===== config.mk =====
export PLATFORM = sky130hd
export DESIGN_NAME = instr_encode_flat
export DESIGN_NICKNAME = d
export VERILOG_FILES = /design/src/rtl/instr_pkg.sv /design/src/rtl/instr_encode_if.sv /design/src/rtl/instr_enc_core.sv /design/src/rtl/instr_encode.sv /design/src/flat_wrapper.sv
export SDC_FILE = /design/constraint.sdc
export NUM_CORES = 1
export LEC_CHECK = 0
export CAP_MARGIN = 20
export CORE_MARGIN = 5
export CORE_UTILIZATION = 40
export DETAILED_ROUTE_END_ITERATION = 7
export GPL_ROUTABILITY_DRIVEN = 1
export PLACE_DENSITY = 0.73
export SLEW_MARGIN = 20
export SYNTH_ARGS = -nofsm -noshare
export SYNTH_HDL_FRONTEND = slang
export SYNTH_HIERARCHICAL = 1
export SYNTH_SLANG_ARGS = --single-unit

===== constraint.sdc =====
create_clock -name clk -period 2.7 [get_ports clk]
set_input_delay 0.81 -clock clk [delete_from_list [all_inputs] [get_ports clk]]
set_output_delay 0.81 -clock clk [all_outputs]
set_load 0.02 [all_outputs]

===== src/rtl/instr_pkg.sv =====
// rtl/instr_pkg.sv - op codes, opcode/funct constants and helpers for the instruction encoder
package instr_pkg;

  localparam logic [5:0] OP_ADD   = 6'd0;
  localparam logic [5:0] OP_SUB   = 6'd1;
  localparam logic [5:0] OP_AND   = 6'd2;
  localparam logic [5:0] OP_OR    = 6'd3;
  localparam logic [5:0] OP_XOR   = 6'd4;
  localparam logic [5:0] OP_SLT   = 6'd5;
  localparam logic [5:0] OP_SLTU  = 6'd6;
  localparam logic [5:0] OP_SRA   = 6'd7;
  localparam logic [5:0] OP_SRL   = 6'd8;
  localparam logic [5:0] OP_SLL   = 6'd9;
  localparam logic [5:0] OP_MUL   = 6'd10;
  localparam logic [5:0] OP_ADDI  = 6'd11;
  localparam logic [5:0] OP_SUBI  = 6'd12;
  localparam logic [5:0] OP_ANDI  = 6'd13;
  localparam logic [5:0] OP_ORI   = 6'd14;
  localparam logic [5:0] OP_XORI  = 6'd15;
  localparam logic [5:0] OP_SLTI  = 6'd16;
  localparam logic [5:0] OP_SLTIU = 6'd17;
  localparam logic [5:0] OP_SRAI  = 6'd18;
  localparam logic [5:0] OP_SRLI  = 6'd19;
  localparam logic [5:0] OP_SLLI  = 6'd20;
  localparam logic [5:0] OP_LUI   = 6'd21;
  localparam logic [5:0] OP_AUIPC = 6'd22;
  localparam logic [5:0] OP_LW    = 6'd23;
  localparam logic [5:0] OP_SW    = 6'd24;
  localparam logic [5:0] OP_JR    = 6'd25;
  localparam logic [5:0] OP_JALR  = 6'd26;
  localparam logic [5:0] OP_JAL   = 6'd27;
  localparam logic [5:0] OP_BEQ   = 6'd28;
  localparam logic [5:0] OP_BNE   = 6'd29;
  localparam logic [5:0] OP_BLT   = 6'd30;
  localparam logic [5:0] OP_BGE   = 6'd31;
  localparam logic [5:0] OP_BLTU  = 6'd32;
  localparam logic [5:0] OP_BGEU  = 6'd33;

  localparam logic [6:0] OPC_R      = 7'b0110011;
  localparam logic [6:0] OPC_I      = 7'b0010011;
  localparam logic [6:0] OPC_LUI    = 7'b0110111;
  localparam logic [6:0] OPC_AUIPC  = 7'b0010111;
  localparam logic [6:0] OPC_LOAD   = 7'b0000011;
  localparam logic [6:0] OPC_STORE  = 7'b0100011;
  localparam logic [6:0] OPC_JUMP   = 7'b1101111;
  localparam logic [6:0] OPC_BRANCH = 7'b1100011;

  localparam logic [2:0] F3_ADD  = 3'b000;
  localparam logic [2:0] F3_SUBI = 3'b001;
  localparam logic [2:0] F3_SLL  = 3'b001;
  localparam logic [2:0] F3_SLT  = 3'b010;
  localparam logic [2:0] F3_SLTU = 3'b011;
  localparam logic [2:0] F3_XOR  = 3'b100;
  localparam logic [2:0] F3_SR   = 3'b101;
  localparam logic [2:0] F3_OR   = 3'b110;
  localparam logic [2:0] F3_AND  = 3'b111;
  localparam logic [2:0] F3_LSW  = 3'b010;
  localparam logic [2:0] F3_JALR = 3'b000;
  localparam logic [2:0] F3_JAL  = 3'b111;
  localparam logic [2:0] F3_BEQ  = 3'b000;
  localparam logic [2:0] F3_BNE  = 3'b001;
  localparam logic [2:0] F3_BLT  = 3'b100;
  localparam logic [2:0] F3_BGE  = 3'b101;
  localparam logic [2:0] F3_BLTU = 3'b110;
  localparam logic [2:0] F3_BGEU = 3'b111;

  localparam logic [6:0] F7_BASE = 7'b0000000;
  localparam logic [6:0] F7_ALT  = 7'b0100000;
  localparam logic [6:0] F7_MUL  = 7'b0000001;

  localparam logic [31:0] NOP_WORD = 32'h0000_0013;

  typedef struct packed {
    logic        err;
    logic [31:0] word;
  } enc_entry_t;

  // True when v, read as two's complement, fits in a signed field of the given width.
  function automatic logic fits_signed(input logic [31:0] v, input int bits);
    logic [31:0] s;
    s = $signed(v) >>> (bits - 1);
    return (s == 32'd0) || (s == 32'hFFFF_FFFF);
  endfunction

endpackage


===== src/rtl/instr_encode_if.sv =====
// rtl/instr_encode_if.sv - request/response handshake bundle of the instruction encoder
interface instr_encode_if #(
  parameter int DEPTH = 2,
  parameter int CNT_W = 16
);
  logic                     in_valid;
  logic                     in_ready;
  logic [5:0]               in_op;
  logic [4:0]               in_rd;
  logic [4:0]               in_rs1;
  logic [4:0]               in_rs2;
  logic [31:0]              in_imm;
  logic                     out_valid;
  logic                     out_ready;
  logic [31:0]              out_instr;
  logic                     out_err;
  logic [$clog2(DEPTH):0]   fifo_level;
  logic [CNT_W-1:0]         enc_count;
  logic [CNT_W-1:0]         err_count;

  modport master (
    output in_valid, in_op, in_rd, in_rs1, in_rs2, in_imm, out_ready,
    input  in_ready, out_valid, out_instr, out_err, fifo_level, enc_count, err_count
  );

  modport slave (
    input  in_valid, in_op, in_rd, in_rs1, in_rs2, in_imm, out_ready,
    output in_ready, out_valid, out_instr, out_err, fifo_level, enc_count, err_count
  );
endinterface


===== src/rtl/instr_enc_core.sv =====
// rtl/instr_enc_core.sv - combinational fields-to-word encoder; IMM_RANGE_CHECK_EN flags oversize immediates
module instr_enc_core
  import instr_pkg::*;
(
  input  logic [5:0]  op,
  input  logic [4:0]  rd,
  input  logic [4:0]  rs1,
  input  logic [4:0]  rs2,
  input  logic [31:0] imm,
  output logic [31:0] word,
  output logic        err
);

  logic [31:0] raw;
  logic        op_bad;

  always_comb begin
    raw    = 32'd0;
    op_bad = 1'b0;
    case (op)
      OP_ADD:   raw = {F7_ALT,  rs2, rs1, F3_ADD,  rd, OPC_R};
      OP_SUB:   raw = {F7_BASE, rs2, rs1, F3_ADD,  rd, OPC_R};
      OP_AND:   raw = {F7_BASE, rs2, rs1, F3_AND,  rd, OPC_R};
      OP_OR:    raw = {F7_BASE, rs2, rs1, F3_OR,   rd, OPC_R};
      OP_XOR:   raw = {F7_BASE, rs2, rs1, F3_XOR,  rd, OPC_R};
      OP_SLT:   raw = {F7_BASE, rs2, rs1, F3_SLT,  rd, OPC_R};
      OP_SLTU:  raw = {F7_BASE, rs2, rs1, F3_SLTU, rd, OPC_R};
      OP_SRA:   raw = {F7_ALT,  rs2, rs1, F3_SR,   rd, OPC_R};
      OP_SRL:   raw = {F7_BASE, rs2, rs1, F3_SR,   rd, OPC_R};
      OP_SLL:   raw = {F7_BASE, rs2, rs1, F3_SLL,  rd, OPC_R};
      OP_MUL:   raw = {F7_MUL,  rs2, rs1, F3_ADD,  rd, OPC_R};
      OP_ADDI:  raw = {imm[11:0], rs1, F3_ADD,  rd, OPC_I};
      OP_SUBI:  raw = {imm[11:0], rs1, F3_SUBI, rd, OPC_I};
      OP_ANDI:  raw = {imm[11:0], rs1, F3_AND,  rd, OPC_I};
      OP_ORI:   raw = {imm[11:0], rs1, F3_OR,   rd, OPC_I};
      OP_XORI:  raw = {imm[11:0], rs1, F3_XOR,  rd, OPC_I};
      OP_SLTI:  raw = {imm[11:0], rs1, F3_SLT,  rd, OPC_I};
      OP_SLTIU: raw = {imm[11:0], rs1, F3_SLTU, rd, OPC_I};
      OP_SRAI:  raw = {F7_ALT,  imm[4:0], rs1, F3_SR, rd, OPC_I};
      OP_SRLI:  raw = {F7_BASE, imm[4:0], rs1, F3_SR, rd, OPC_I};
      OP_SLLI:  raw = {F7_MUL,  imm[4:0], rs1, F3_SR, rd, OPC_I};
      OP_LUI:   raw = {imm[19:0], rd, OPC_LUI};
      OP_AUIPC: raw = {imm[19:0], rd, OPC_AUIPC};
      OP_LW:    raw = {imm[11:0], rs1, F3_LSW, rd, OPC_LOAD};
      OP_SW:    raw = {imm[11:5], rs2, rs1, F3_LSW, imm[4:0], OPC_STORE};
      OP_JR:    raw = {12'd0, rs1, 3'd0, 5'd0, OPC_JUMP};
      OP_JALR: begin
        raw    = {imm[11:0], rs1, F3_JALR, rd, OPC_JUMP};
        // rd=0 with a zero offset would decode back as jr
        op_bad = (rd == 5'd0) && (imm[11:0] == 12'd0);
      end
      OP_JAL:   raw = {imm[16:0], F3_JAL, rd, OPC_JUMP};
      OP_BEQ:   raw = {imm[12], imm[10:5], rs2, rs1, F3_BEQ,  imm[4:1], imm[11], OPC_BRANCH};
      OP_BNE:   raw = {imm[12], imm[10:5], rs2, rs1, F3_BNE,  imm[4:1], imm[11], OPC_BRANCH};
      OP_BLT:   raw = {imm[12], imm[10:5], rs2, rs1, F3_BLT,  imm[4:1], imm[11], OPC_BRANCH};
      OP_BGE:   raw = {imm[12], imm[10:5], rs2, rs1, F3_BGE,  imm[4:1], imm[11], OPC_BRANCH};
      OP_BLTU:  raw = {imm[12], imm[10:5], rs2, rs1, F3_BLTU, imm[4:1], imm[11], OPC_BRANCH};
      OP_BGEU:  raw = {imm[12], imm[10:5], rs2, rs1, F3_BGEU, imm[4:1], imm[11], OPC_BRANCH};
      default:  op_bad = 1'b1;
    endcase
  end

`ifdef IMM_RANGE_CHECK_EN
  logic imm_ok;

  always_comb begin
    imm_ok = 1'b1;
    case (op)
      OP_ADDI, OP_SUBI, OP_ANDI, OP_ORI, OP_XORI, OP_SLTI, OP_SLTIU,
      OP_LW, OP_SW, OP_JALR:
        imm_ok = fits_signed(imm, 12);
      OP_SRAI, OP_SRLI, OP_SLLI:
        imm_ok = (imm[31:5] == 27'd0);
      OP_LUI, OP_AUIPC:
        imm_ok = fits_signed(imm, 20);
      OP_JAL:
        imm_ok = fits_signed(imm, 17);
      OP_BEQ, OP_BNE, OP_BLT, OP_BGE, OP_BLTU, OP_BGEU:
        imm_ok = fits_signed(imm, 13) && !imm[0];
      default:
        imm_ok = 1'b1;
    endcase
  end

  assign err = op_bad || !imm_ok;
`else
  logic unused_imm;
  assign unused_imm = ^imm[31:20];
  assign err = op_bad;
`endif

  assign word = err ? NOP_WORD : raw;

endmodule


===== src/rtl/instr_encode.sv =====
// rtl/instr_encode.sv - instruction encoder with valid/ready handshake, output FIFO and saturating counters
module instr_encode
  import instr_pkg::*;
#(
  parameter int DEPTH = 2,
  parameter int CNT_W = 16
) (
  input  logic          clk,
  input  logic          rst_n,
  instr_encode_if.slave bus
);

  localparam int AW = $clog2(DEPTH);
  localparam int LW = AW + 1;
  localparam logic [LW-1:0] FULL_LVL = LW'(DEPTH);
  localparam logic [CNT_W-1:0] CNT_MAX = '1;

  enc_entry_t     mem [DEPTH];
  logic [AW-1:0]  wr_ptr;
  logic [AW-1:0]  rd_ptr;
  logic [LW-1:0]  level;
  logic [CNT_W-1:0] enc_cnt;
  logic [CNT_W-1:0] err_cnt;

  logic [31:0] core_word;
  logic        core_err;
  logic        full;
  logic        empty;
  logic        push;
  logic        pop;

  instr_enc_core u_core (
    .op   (bus.in_op),
    .rd   (bus.in_rd),
    .rs1  (bus.in_rs1),
    .rs2  (bus.in_rs2),
    .imm  (bus.in_imm),
    .word (core_word),
    .err  (core_err)
  );

  assign full  = (level == FULL_LVL);
  assign empty = (level == '0);
  // A full FIFO still accepts when the head is leaving in the same cycle
  assign bus.in_ready = !full || bus.out_ready;
  assign push  = bus.in_valid && bus.in_ready;
  assign pop   = bus.out_ready && !empty;

  always_ff @(posedge clk) begin
    if (push) begin
      mem[wr_ptr] <= '{err: core_err, word: core_word};
    end
  end

  always_ff @(posedge clk or negedge rst_n) begin
    if (!rst_n) begin
      wr_ptr  <= '0;
      rd_ptr  <= '0;
      level   <= '0;
      enc_cnt <= '0;
      err_cnt <= '0;
    end else begin
      if (push) begin
        wr_ptr <= wr_ptr + 1'b1;
        if (enc_cnt != CNT_MAX) begin
          enc_cnt <= enc_cnt + 1'b1;
        end
        if (core_err && (err_cnt != CNT_MAX)) begin
          err_cnt <= err_cnt + 1'b1;
        end
      end
      if (pop) begin
        rd_ptr <= rd_ptr + 1'b1;
      end
      case ({push, pop})
        2'b10:   level <= level + 1'b1;
        2'b01:   level <= level - 1'b1;
        default: level <= level;
      endcase
    end
  end

  assign bus.out_valid  = !empty;
  assign bus.out_instr  = empty ? 32'd0 : mem[rd_ptr].word;
  assign bus.out_err    = empty ? 1'b0  : mem[rd_ptr].err;
  assign bus.fifo_level = level;
  assign bus.enc_count  = enc_cnt;
  assign bus.err_count  = err_cnt;

endmodule


===== src/flat_wrapper.sv =====
// flat-port wrapper written by rule: the top's interface ports become plain ports
module instr_encode_flat import instr_pkg::*;
#(
  parameter int DEPTH = 2,
  parameter int CNT_W = 16
)
  (clk, rst_n, bus_in_valid, bus_in_op, bus_in_rd, bus_in_rs1, bus_in_rs2, bus_in_imm, bus_out_ready, bus_in_ready, bus_out_valid, bus_out_instr, bus_out_err, bus_fifo_level, bus_enc_count, bus_err_count);
  instr_encode_if #(.DEPTH(DEPTH), .CNT_W(CNT_W)) bus_i ();
  input  logic clk;
  input  logic rst_n;
  input wire logic [$bits(bus_i.in_valid)-1:0] bus_in_valid;
  input wire logic [$bits(bus_i.in_op)-1:0] bus_in_op;
  input wire logic [$bits(bus_i.in_rd)-1:0] bus_in_rd;
  input wire logic [$bits(bus_i.in_rs1)-1:0] bus_in_rs1;
  input wire logic [$bits(bus_i.in_rs2)-1:0] bus_in_rs2;
  input wire logic [$bits(bus_i.in_imm)-1:0] bus_in_imm;
  input wire logic [$bits(bus_i.out_ready)-1:0] bus_out_ready;
  output wire logic [$bits(bus_i.in_ready)-1:0] bus_in_ready;
  output wire logic [$bits(bus_i.out_valid)-1:0] bus_out_valid;
  output wire logic [$bits(bus_i.out_instr)-1:0] bus_out_instr;
  output wire logic [$bits(bus_i.out_err)-1:0] bus_out_err;
  output wire logic [$bits(bus_i.fifo_level)-1:0] bus_fifo_level;
  output wire logic [$bits(bus_i.enc_count)-1:0] bus_enc_count;
  output wire logic [$bits(bus_i.err_count)-1:0] bus_err_count;
  assign bus_i.in_valid = bus_in_valid;
  assign bus_i.in_op = bus_in_op;
  assign bus_i.in_rd = bus_in_rd;
  assign bus_i.in_rs1 = bus_in_rs1;
  assign bus_i.in_rs2 = bus_in_rs2;
  assign bus_i.in_imm = bus_in_imm;
  assign bus_i.out_ready = bus_out_ready;
  assign bus_in_ready = bus_i.in_ready;
  assign bus_out_valid = bus_i.out_valid;
  assign bus_out_instr = bus_i.out_instr;
  assign bus_out_err = bus_i.out_err;
  assign bus_fifo_level = bus_i.fifo_level;
  assign bus_enc_count = bus_i.enc_count;
  assign bus_err_count = bus_i.err_count;
  instr_encode #(.DEPTH(DEPTH), .CNT_W(CNT_W)) u_core (.clk(clk), .rst_n(rst_n), .bus(bus_i));
endmodule

After elaboration in Yosys (flattened, before gate mapping). Memory sizes are Yosys's and may differ from the RTL's. Index checks and enable logic that the tools add are counted.

Register bits after elaboration: 36. ROM bits: 0. Bits in latches: 0. Word-level logic and storage cells: 73. Memories kept: 1. RAM bits: 66. Output and inout port bits: 69. Bits of input ports: 57.

Memory list: u_core.mem (depth 2, width 33, read ports 1, clocked after Yosys merged registers in 0, write ports 1, RTL line instr_encode.sv:18) `enc_entry_t mem [DEPTH];`.

Shifts and indexed selects: 0. Bitwise gates (word level): 0. Div/mod/pow operators: 0. Multiply operators: 0. Eq/ne operators: 38. Reduce and logical (&&, ||, !) cells: 15. Magnitude comparators: 0. $add $sub $neg: 6. Mux-type cells: 8.

Operator list (number): $pmux W32 S34 (1); $eq A6 B5 Y1 const B (16); $mux W32 (2); $eq A6 B4 Y1 const B (8); $reduce_or A33 Y1 (1); $add A16 B1 Y16 const B (2); $ne A16 B16 Y1 const B (2); $eq A6 B3 Y1 const B (4); $eq A6 B2 Y1 const B (2); $eq A6 B6 Y1 const B (2); $logic_not A12 Y1 (1); $eq A6 B1 Y1 const B (1); $logic_not A6 Y1 (1); $logic_not A5 Y1 (1); $eq A2 B2 Y1 const B (2); $logic_and A1 B1 Y1 (4); $pmux W2 S2 (1); $reduce_and A2 Y1 (2); $mux W1 (3); $add A1 B1 Y1 const B (2); $add A2 B1 Y2 const B (1); $eq A2 B1 Y1 const B (1); $logic_not A1 Y1 (2); $logic_not A2 Y1 (1); other kinds (4) (4).

Logic depth before layout (Yosys ltp).
Depth after elaboration: 6. Gate-level depth with buffers: 9. Depth with buffers taken out: 7.

Modules after synthesis. Netlist, hierarchy kept.

Modules (own cells, without submodules): instr_encode (times used 1, sequential area each 2882.8 µm², cells each 305, area an instance 4265.3 µm²); instr_enc_core (times used 1, sequential area each 0.0 µm², cells each 193, area an instance 1253.7 µm²).

Least setup slack after synthesis. OpenSTA, ideal clock, no wires.

Kind: in2reg. From: in bus_out_ready. To: mem u_core/mem[0][0] (netlist name) (enable). Library setup time: 0.423 ns. Buffers on the path: 0. Data required time: 2.277 ns. Slack: -0.407 ns. Stages: 4. Arrival: 2.683 ns. Cells stage by stage: nor3b_2 inv_1 nand2_1 nor2_1.

Longest elaborated chain between the ends: 4.

RTL lines: start, declared (RTL line flat_wrapper.sv:17) `input wire logic [$bits(bus_i.out_ready)-1:0] bus_out_ready;`; $logic_or A1 B1 Y1 (RTL line instr_encode.sv:45) `assign bus.in_ready = !full || bus.out_ready;`; net bus_in_ready (RTL line flat_wrapper.sv:18) `output wire logic [$bits(bus_i.in_ready)-1:0] bus_in_ready;`; $logic_and A1 B1 Y1 (RTL line instr_encode.sv:46) `assign push = bus.in_valid && bus.in_ready;`; $mux W1 (RTL line instr_encode.sv:50) `if (push) begin`; $mux W1 (not written as such) (RTL line instr_encode.sv:51) `mem[wr_ptr] <= '{err: core_err, word: core_word};`; end, declared (RTL line instr_encode.sv:18).

The timed path passes the listed nets, and every way through them passes these cells.

Worst setup path after layout.
From: in bus_in_op[1]. To: mem u_core/mem[1][24] (netlist name), data pin.

Longest elaborated chain between the ends: 4. Elaborated cells between the ends (all ways): 38. Those cells by class: 33 x eq/ne; 3 x mux; 2 x reduce/logical.

RTL lines: start, declared (RTL line flat_wrapper.sv:12) `input wire logic [$bits(bus_i.in_op)-1:0] bus_in_op;`; $eq A6 B6 Y1, or another cell as far along (RTL line instr_enc_core.sv:20) `case (op)`; $reduce_or A33 Y1 (no source line); $pmux W1 S2 (RTL line instr_enc_core.sv:20); $mux W32 (*) (RTL line instr_enc_core.sv:92) `assign word = err ? NOP_WORD : raw;`; net u_core.core_word[24] (RTL line instr_encode.sv:25) `logic [31:0] core_word;`.

Mark *: on every way through the listed nets, which the timed path passes. The rest lies on a longest branch.

==> results.md <==
* CTS tree: built
* Max cap viols at 0
* Sw frac at 36.7%
* Drt via density at 5.62
* Overall die area at 16200 um2
* Cells after Synth at 498
* Total clock buffers created by CTS at 9
* Crit path arrival time at 2700 ps
* Die Y at 127 um
* Fmax at 380 MHz
* Detail Route Antenna Nets at 0
* Fraction of layout cells with a size suffix above 1 at 19.4%
* Largest net degree at the start of global routing at 37
* Post-synth EDFFs at 66
* Buffers and inverters on the worst path at 4
* Most frequent CP cell: buf_4
* Max VDD drop at 362 uV
* Starting DRT DRC Count at 628
* Commonest non-fill, non-tap cell in the layout: clkdlybuf4s50_1
* Top FF cell, synth: edfxtp_1
* # rows at 43
* Initial core utilization at 40.2%
* Setup-failing EPs final at 0
* Routability Congestion at 0.905
* Total Power at 0.00657 W
* PortBufs at 113
* R2R depth at 6
* Comb pwr share at 45.0%
* GRT Max-Usage Layer: met2
* NetSw at 0.00241 W
* Finished Layout Cells at 850
* Period utilisation layout at 97.5%
* Setup skew after layout at 5.31 ps
* Ys async rst share at 35.3%
* Slowest CP cell: clkdlybuf4s50_1
* Max_slew headroom at 64.2%
* Clock Tree Buf Depth at 2
* Placed Instances at 828
* Drt total wl at 16200 um
* Hold path startpoint: u_core/bus.err_count[15]
* Post-DP Area at 7280 um2
* Clock power frac at 19.2%
* Measured slew at the worst slew-check pin at 532 ps
* Setup crit start kind: input pin
* Status: complete, no violations
* CP top delay family: compound AO/OA/AOI/OAI gates
* #FFs+latches synth at 102
* Clock sink count at 102
* Syn avg cell area at 11.1 um2
* Final instance area at 7800 um2
* Flop-to-flop setup slack at 670 ps
* I/O pin count at 126
* Internal power at 0.00416 W
* Worst-Skew Late Latency at 340 ps
* Layout area overhead at 41.4%
* Leakage at 3.35 nW
* Vias in the first global route at 4659
* Core area at 13700 um2
* Worst hold path depth at 1
* First-pass GRT wire length at 24900 um
* Die extent in x at 127 um
* GRT overflow at 0
* Antenna violations before repair at 0
* WS Path Type: in2reg
* Sequential Power Share at 35.9%
* GR Layer Usage met1 at 26.2%
* Critical R2R Launch: u_core/bus.fifo_level[1]
* Final net count at 725
* Mapped cell area at 5520 um2
* Commonest non-fill, non-tap cells in the layout: clkdlybuf4s50_1, buf_4, edfxtp_1
* GRT Util Overall at 19.5%
* Met3 GRT Util at 4.56%
* Clk pin slew, worst setup/hold paths at 60 ps
* WL per Instance at 19.0 um
* Cell Pwr Density at 843 nW/um2
* Pre-Repair DR Iteration Count at 7
* Worst path cell trace: clkdlybuf4s50_1 > buf_4 > buf_4 > inv_1 > a21boi_0 > o22ai_1 > a22o_1 > a221o_1
* Sequential share of the synthesized area at 52.2%
* Vias at 4778
* Req. time, crit path at 2770 ps
* CP max FO at 11
* CTS H-tree lvls at 3
* Slew Limit Fails at 0
* N_diodes at 0
* CP max stage delay at 470 ps
* Met2 Use GR at 31.4%
* Netlist cell types at 64
* Critical Path Sink Type: flip-flop
* Final hold violation count at 0
* Worst flop-to-flop path endpoint: u_core/bus.enc_count[8]
* Root Buffer: clkbuf_16
* Hold endpoint: u_core/bus.err_count[15]
* Syn. warnings at 6
* DRC at 0
* Worst min-delay path category: reg2reg
* Post-DP HPWL at 11600 um
* Fin crit period at 2630 ps
[worst reg2reg max path, stage by stage (launching register included)]
cell,delay [ps]
dfrtp_1,430
nor3b_2,190
buf_4,130
buf_4,150
or3b_1,490
nor2_1,160
mux2_2,360
[worst max-delay path by stage]
stage / from / to / slack (ps) / cells past startpoint
after floorplan: bus_in_op[1] / u_core/bus.err_count[6] / -3 / 9
after CTS: bus_out_ready / bus_in_ready / -7 / 4
after detailed placement: bus_in_imm[7] / u_core/bus.err_count[15] / -500 / 9
after global routing: bus_in_rd[4] / u_core/bus.err_count[11] / -9 / 9
final: bus_in_op[1] / u_core/mem[1][24] / 70 / 8
after global placement: bus_in_imm[7] / u_core/bus.err_count[13] / -440 / 9
[cell usage after synthesis, drive strengths merged (4+ instances only)]
library cell / n / area, um2
and3: 8 / 55.1
mux2i: 36 / 360
a22oi: 7 / 52.6
nor4: 16 / 136
a22o: 9 / 78.8
nand2: 23 / 86.3
inv: 14 / 52.6
xnor2: 9 / 78.8
o21ai: 20 / 104
xor2: 27 / 236
edfxtp: 66 / 1980
a21o: 5 / 37.5
clkbuf: 7 / 26.3
nor3b: 4 / 35.0
nand4: 16 / 100
nand3: 19 / 95.1
dfrtp: 36 / 901
a221o: 6 / 60.1
nor2: 54 / 205
nor3: 11 / 55.1
o211ai: 4 / 30.0
a21oi: 15 / 75.1
buf: 26 / 163
a222oi: 7 / 70.1
nor2b: 7 / 43.8
[power groups by stage]
stage / sequential, W / combinational, W / clock (W)
2_1_floorplan: 0.00245 / 0.00140 / 0
3_3_place_gp: 0.00235 / 0.00289 / 0
3_5_place_dp: 0.00237 / 0.00293 / 0
4_1_cts: 0.00234 / 0.00287 / 0.00130
5_1_grt: 0.00240 / 0.00315 / 0.00137
6_report: 0.00236 / 0.00296 / 0.00126
[routing by layer]
metal | wire length [um] | share of wire (%)
met1 | 6880 | 43
met2 | 7900 | 49
met3 | 1220 | 7.6
met4 | 152 | 0.94
met5 | 0 | 0
[final cells by class]
type,count,area [um2]
fillers,1170,5920
flip-flops and latches,102,2890
multi-input cells,350,2550
repair buffers,188,1800
clock buffers,14,254
well taps,180,225
inverters,14,52.6
clock inverters,2,35.0
[cells by family (layout without fill, tap and decap cells)]
logic type / after synthesis / in the layout / synth area share, %
and+or+nand+nor: 179 / 179 / 17.8
DFF: 102 / 102 / 52.2
AOI/OAI and AO/OA: 91 / 91 / 12.0
buffers and inverters: 47 / 218 / 4.38
muxes: 39 / 39 / 7.14
xor gates and xnor gates: 36 / 36 / 5.71
adders and majority gates: 3 / 3 / 0.680
other: 1 / 2 / 0.0679
[registers in the layout (all words and copies together) (netlist names)]
name / count
u_core/mem: 66
u_core/bus.enc_count: 16
u_core/bus.err_count: 16
u_core/bus.fifo_level: 2
u_core/rd_ptr: 1
u_core/wr_ptr: 1
[through the flow]
| step | util (%) | setup slack (ps) | hold slack, ps | setup TNS (ps) |
|---|---|---|---|---|
| 6_report | 56.9 | 68.0 | 504 | 0 |
| 5_1_grt | 56.9 | -8.64 | 523 | -14.6 |
| 4_1_cts | 55.5 | -7.32 | 506 | -7.32 |
| 3_5_place_dp | 53.1 | -495 | 497 | -19130 |
| 3_3_place_gp | 53.1 | -442 | 483 | -15870 |
| 2_1_floorplan | - | -2.53 | 479 | -2.53 |
[what timing repair did]
action	4_1_cts	5_1_grt
endpoints found under the setup margin	32	68
pin swaps	5	10
cloned	0	2
buffers inserted	0	4
gates resized for setup	28	32
hold buffers	0	0
(Power assumes the default switching activity.)
